`src/rtl/uart_pkg.sv`:
```
// Shared UART definitions: receiver FSM states and default frame constants
// used by both the transmit and receive paths.
package uart_pkg;

  localparam int unsigned UART_CLKS_PER_BIT = 868;
  localparam int unsigned UART_DATA_BITS    = 8;

  typedef enum logic [2:0] {
    IDLE,
    START,
    DATA,
    STOP,
    WAIT_IDLE
  } rx_state_t;

endpackage

```
`src/rtl/uart_rx_sync.sv`:
```
// Two-flop synchroniser for the serial line. Resets to 1 (line idle) so a
// reset never looks like a start bit to the receiver.
module uart_rx_sync (
  input  logic clock,
  input  logic reset,
  input  logic d,
  output logic q
);

  logic meta;

  always_ff @(posedge clock) begin
    if (reset) begin
      meta <= 1'b1;
      q    <= 1'b1;
    end else begin
      meta <= d;
      q    <= meta;
    end
  end

endmodule

```
`src/rtl/uart_rx.sv`:
```
// UART receiver: synchronises rx, finds the start bit, samples each bit at its
// centre, checks the stop bit and hands bytes out through a one-entry register.
module uart_rx
  import uart_pkg::*;
#(
  parameter int unsigned CLKS_PER_BIT = UART_CLKS_PER_BIT,
  parameter int unsigned DATA_BITS    = UART_DATA_BITS
) (
  input  logic                 clock,
  input  logic                 reset,
  input  logic                 rx,
  output logic [DATA_BITS-1:0] data,
  output logic                 valid,
  input  logic                 ready,
  output logic                 framing_error,
  output logic                 overrun
);

  localparam int unsigned HALF = CLKS_PER_BIT / 2;
  localparam int unsigned CW   = $clog2(CLKS_PER_BIT);
  localparam int unsigned BW   = $clog2(DATA_BITS + 1);

  localparam logic [CW-1:0] CNT_HALF = CW'(HALF - 1);
  localparam logic [CW-1:0] CNT_BIT  = CW'(CLKS_PER_BIT - 1);
  localparam logic [BW-1:0] IDX_LAST = BW'(DATA_BITS - 1);

  logic                 rx_s;
  rx_state_t            state;
  logic [CW-1:0]        cnt;
  logic [BW-1:0]        idx;
  logic [DATA_BITS-1:0] shreg;
  logic                 stop_due;
  logic                 stop_bit;

  uart_rx_sync u_sync (
    .clock (clock),
    .reset (reset),
    .d     (rx),
    .q     (rx_s)
  );

  // Receive FSM, bit timing and holding register. The stop bit is captured on
  // its centre edge and acted on one edge later.
  always_ff @(posedge clock) begin
    if (reset) begin
      state         <= IDLE;
      cnt           <= '0;
      idx           <= '0;
      shreg         <= '0;
      stop_due      <= 1'b0;
      stop_bit      <= 1'b0;
      data          <= '0;
      valid         <= 1'b0;
      framing_error <= 1'b0;
      overrun       <= 1'b0;
    end else begin
      framing_error <= 1'b0;
      overrun       <= 1'b0;
      if (valid && ready) begin
        valid <= 1'b0;
      end

      case (state)
        IDLE: begin
          if (!rx_s) begin
            state <= START;
            cnt   <= '0;
          end
        end

        START: begin
          if (cnt == CNT_HALF) begin
            cnt <= '0;
            if (rx_s) begin
              state <= IDLE;
            end else begin
              state <= DATA;
              idx   <= '0;
            end
          end else begin
            cnt <= cnt + CW'(1);
          end
        end

        // LSB arrives first: shifting in from the top leaves it at bit 0.
        DATA: begin
          if (cnt == CNT_BIT) begin
            cnt   <= '0;
            shreg <= {rx_s, shreg[DATA_BITS-1:1]};
            if (idx == IDX_LAST) begin
              state <= STOP;
            end else begin
              idx <= idx + BW'(1);
            end
          end else begin
            cnt <= cnt + CW'(1);
          end
        end

        STOP: begin
          if (stop_due) begin
            stop_due <= 1'b0;
            cnt      <= '0;
            if (stop_bit) begin
              state <= IDLE;
              if (!valid || ready) begin
                data  <= shreg;
                valid <= 1'b1;
              end else begin
                overrun <= 1'b1;
              end
            end else begin
              framing_error <= 1'b1;
              state         <= WAIT_IDLE;
            end
          end else if (cnt == CNT_BIT) begin
            stop_due <= 1'b1;
            stop_bit <= rx_s;
          end else begin
            cnt <= cnt + CW'(1);
          end
        end

        // A held-low line (break) must return high before a new start counts.
        WAIT_IDLE: begin
          if (rx_s) begin
            state <= IDLE;
          end
        end

        default: state <= IDLE;
      endcase
    end
  end

endmodule

```
`config.mk`:
```
export PLATFORM = sky130hd
export DESIGN_NAME = uart_rx
export DESIGN_NICKNAME = d
export VERILOG_FILES = /design/src/rtl/uart_pkg.sv /design/src/rtl/uart_rx_sync.sv /design/src/rtl/uart_rx.sv
export SDC_FILE = /design/constraint.sdc
export NUM_CORES = 1
export LEC_CHECK = 0
export CORE_MARGIN = 3
export CORE_UTILIZATION = 57
export DETAILED_ROUTE_END_ITERATION = 10
export GPL_ROUTABILITY_DRIVEN = 0
export PLACE_DENSITY = 0.78
export SYNTH_ARGS = -nofsm -noshare
export SYNTH_HDL_FRONTEND = slang
export SYNTH_HIERARCHICAL = 1
export SYNTH_SLANG_ARGS = --single-unit
```
`constraint.sdc`:
```
create_clock -name clock -period 2.49 [get_ports clock]
set_input_delay 0.747 -clock clock [delete_from_list [all_inputs] [get_ports clock]]
set_output_delay 0.747 -clock clock [all_outputs]
set_load 0.01 [all_outputs]
```
==> flow_metrics.py <==
metrics = {
    "grt": {
        "global_route.usage.met1_pct": 26.87,
        "initial_antenna_violation_count": 0,
        "pin_count_of_the_biggest_net_entering_global_routing": 22,
        "grtUsageMet2_pct": 36.63,
        "grt.met3_usage_pct": 4.278,
        "grt_first_pass_wirelength_um": 6913,
        "grt_busiest_layer": "met2",
        "grt_remaining_overflow": 0,
        "grt_util_all_layers_pct": 21.88,
        "first_global_vias": 1517,
    },
    "floorplanning": {
        "die_width_um": 63.19,
        "io-pin-count": 15,
        "die-area_sq_mm": 0.003993,
        "core_sq_mm": 0.003078,
        "start_util_pct": 60.57,
        "placement_rows": 20,
        "die_y_um": 63.19,
    },
    "clocking": {
        "total_number_of_h_tree_levels": 2,
        "clkSlewWorstSetupHoldPaths_ns": 0.11,
        "tritoncts": "built",
        "insertion_delay_ns": 0.36,
        "cts_buffer_count": 5,
        "tritoncts_num_sinks": 40,
        "clock_path_buffers": 2,
        "clock_root_buffer": "clkbuf_4",
    },
    "synthesis": {
        "synth_compound_area_share_pct": 15.23,
        "mappedNetlistArea_sq_mm": 0.001864,
        "synth_cells": 207,
        "synth_enable_flop_cells": 0,
        "synth-seq-area-share_pct": 42.95,
        "ys_warn_count": 6,
        "async_reset_ff_share_pct": 0,
        "synth_adder_area_share_pct": 2.013,
        "number_of_synthesized_register_bits": 40,
        "synthDistinctLibCells": 45,
        "simple_gate_share_of_the_synthesized_area_pct": 29.80,
        "ys.flop_type": "dfxtp_1",
        "yosys.area_share.xor_xnor_pct": 1.409,
        "synth.mux.area_fraction_pct": 4.832,
        "avgSynthCellArea_sq_um": 9.006,
        "post_synth_net_total": 214,
        "synth_top_family_by_area": "simple AND/OR/NAND/NOR gates",
    },
    "flow_run": {
        "max_cap_viol_count": 0,
    },
    "route": {
        "drt-vias-per-instance": 5.766,
        "detail_route.wl_per_cell_um": 14.38,
        "first_iteration_detailed_routing_drc_count": 93,
        "drtAntennaViolNets": 0,
        "drt-total-wl_um": 3869,
        "drcViolationCount": 0,
        "drtPass1Iterations": 5,
        "dr_total_vias": 1551,
    },
    "final_layout": {
        "layout.cells.most_common": "dfxtp_1",
        "mostFrequentLayoutCells": "40 x dfxtp_1, 35 x nand2_1, 19 x a21oi_1",
        "syn_to_final_growth_pct": 13.89,
        "drive_above_1_share_pct": 11.56,
        "net_total_in_the_final_layout": 231,
        "antenna-diode-count": 0,
        "finalNonFillerCells": 269,
    },
    "timing": {
        "clock-skew-final_ns": 0.01069,
        "setup_tns_ns": 0,
        "time_the_worst_path_needs_with_i_o_delays_and_setup_ns": 2.303,
        "timing_worst_slew_pin_value_ns": 0.3797,
        "timing_max_transition_violations_final": 0,
        "fmax_mhz": 434.3,
        "period_share_pct": 92.47,
        "max-slew-margin-rel_pct": 74.33,
        "rsz0062_at_grt": "false",
        "setup_viol_count_final": 0,
        "timing_hold_violations_final": 0,
    },
    "min_path": {
        "holdCritPathClass": "reg2reg",
        "min_delay_path_depth": 1,
    },
    "critical_path": {
        "timing.critical_path.fanout_max": 9,
        "cp_data_arrival_time_ns": 2.55,
        "crit_path_max_incr_delay_ns": 0.53,
        "crit_path_cell_trace": "ha_1 -> or4bb_1 -> o31ai_4 -> and3_2 -> nor4_2 -> a221o_1",
        "critical_path.reg2reg.startpoint": "cnt[0]$_SDFFE_PP0P_",
        "path_depth_of_the_worst_reg2reg_path": 6,
        "crit-reg2reg-capture": "cnt[7]$_SDFFE_PP0P_",
        "endpoint_of_the_worst_setup_timing_path": "cnt[7]$_SDFFE_PP0P_",
        "worst_setup_path_start_kind": "flop",
        "capturing_element_type_of_the_critical_path": "flop",
        "r2r_setup_slack_ns": 0.19,
        "crit_path_top_delay_cell": "or4bb_1",
        "timing.critical_path.from": "cnt[0]$_SDFFE_PP0P_",
        "timing.setup.critical_path_class": "reg2reg",
        "cp.required_ns": 2.74,
    },
    "power": {
        "power_leakage_nw": 0.7052,
        "power_density_mw_per_mm2": 565.7,
        "irDropWorstVdd_mv": 0.4269,
    },
    "status": {
        "outcome": "finished, final reports clean",
    },
    "placement": {
        "placement.io_buffers": 14,
        "place.detailed.hpwl_um": 2805,
        "post-place-cells": 261,
    },
}
==> power breakdown <==
part | switching (mW) | internal (mW)
Clock | 0.218 | 0.209
Combinational | 0.0737 | 0.0417
Sequential | 0.0116 | 0.647
Total | 0.303 | 0.898
==> final cells by class <==
class	instances	area, sq um
flip-flops and latches	40	800.8
repair buffers	20	185.2
multi-input cells	155	994.7
clock buffers	5	37.54
inverters	2	7.507
well taps	44	55.05
fillers	288	954.7
clock inverters	3	42.54
==> worst min path at each step <==
stage	start	end	slack [ns]
after floorplan	u_sync/meta$_SDFF_PP1_	u_sync/q$_SDFF_PP1_	0.39
after global placement	u_sync/meta$_SDFF_PP1_	u_sync/q$_SDFF_PP1_	0.39
after detailed placement	u_sync/meta$_SDFF_PP1_	u_sync/q$_SDFF_PP1_	0.40
after CTS	u_sync/meta$_SDFF_PP1_	u_sync/q$_SDFF_PP1_	0.42
after global routing	u_sync/meta$_SDFF_PP1_	u_sync/q$_SDFF_PP1_	0.44
final	u_sync/meta$_SDFF_PP1_	u_sync/q$_SDFF_PP1_	0.42
==> synth_stat cells (3+ instances only) <==
cell type  number  area share (%)
nor2_1         14             2.8
clkbuf_1        4            0.81
nand2_1        35             7.0
or3_1           3             1.0
o21ai_0         6             1.6
a31oi_1         6             2.0
dfxtp_1        40              43
nand3_1        10             2.7
or2_2           3             1.0
or4_1           3             1.2
buf_6           3             1.8
nor3_1          4             1.1
a21oi_1        19             5.1
mux2i_1         9             4.8
or4b_1          3             1.6
ha_1            3             2.0
==> cells by family after synthesis <==
family / count (synthesis)
and+or+nand+nor: 100
AOI/OAI and AO/OA: 40
DFF: 40
buffers and inverters: 12
muxes: 9
xor gates and xnor gates: 3
adders and majority gates: 3
==> through the flow <==
step | power (mW) | utilization [%] | cell area (sq um) | hold slack, ns | setup slack [ns]
after floorplan | 0.7691 | - | 1864 | 0.3854 | 0.4208
after global placement | 0.7800 | 66.34 | 2042 | 0.3905 | 0.2912
after detailed placement | 0.7858 | 66.34 | 2042 | 0.3975 | 0.1493
after CTS | 1.211 | 68.94 | 2122 | 0.4248 | 0.1216
after global routing | 1.267 | 68.98 | 2123 | 0.4391 | 0.05139
final | 1.201 | 68.98 | 2123 | 0.4200 | 0.1874
==> routing by layer <==
metal	wire length, um	part of all wire (%)
met1	1706	44
met2	1979	51
met3	144	3.7
met4	38	0.98
met5	0	0
==> worst max-delay path, delay by kind of cell, from the launching register on <==
family,cells,cell delay (ns)
compound gates,2,0.64
simple gates,3,0.96
flops,1,0.41
fa+ha+maj,1,0.17
==> state kept, by name, indices dropped and copies added, names as in the netlist <==
name and flops:
shreg 8, u_sync/meta 1, u_sync/q 1, data 8, cnt 10, idx 4
state 3, stop_bit 1, stop_due 1, framing_error 1, valid 1, overrun 1
==> what timing repair did <==
action,CTS,global route
resized for setup,0,1
setup buffers,0,0
hold buffers,0,0
endpoints found under the setup margin,0,1
hold endpoints to repair,0,0
No activity file was read; power rests on OpenSTA's default activity.
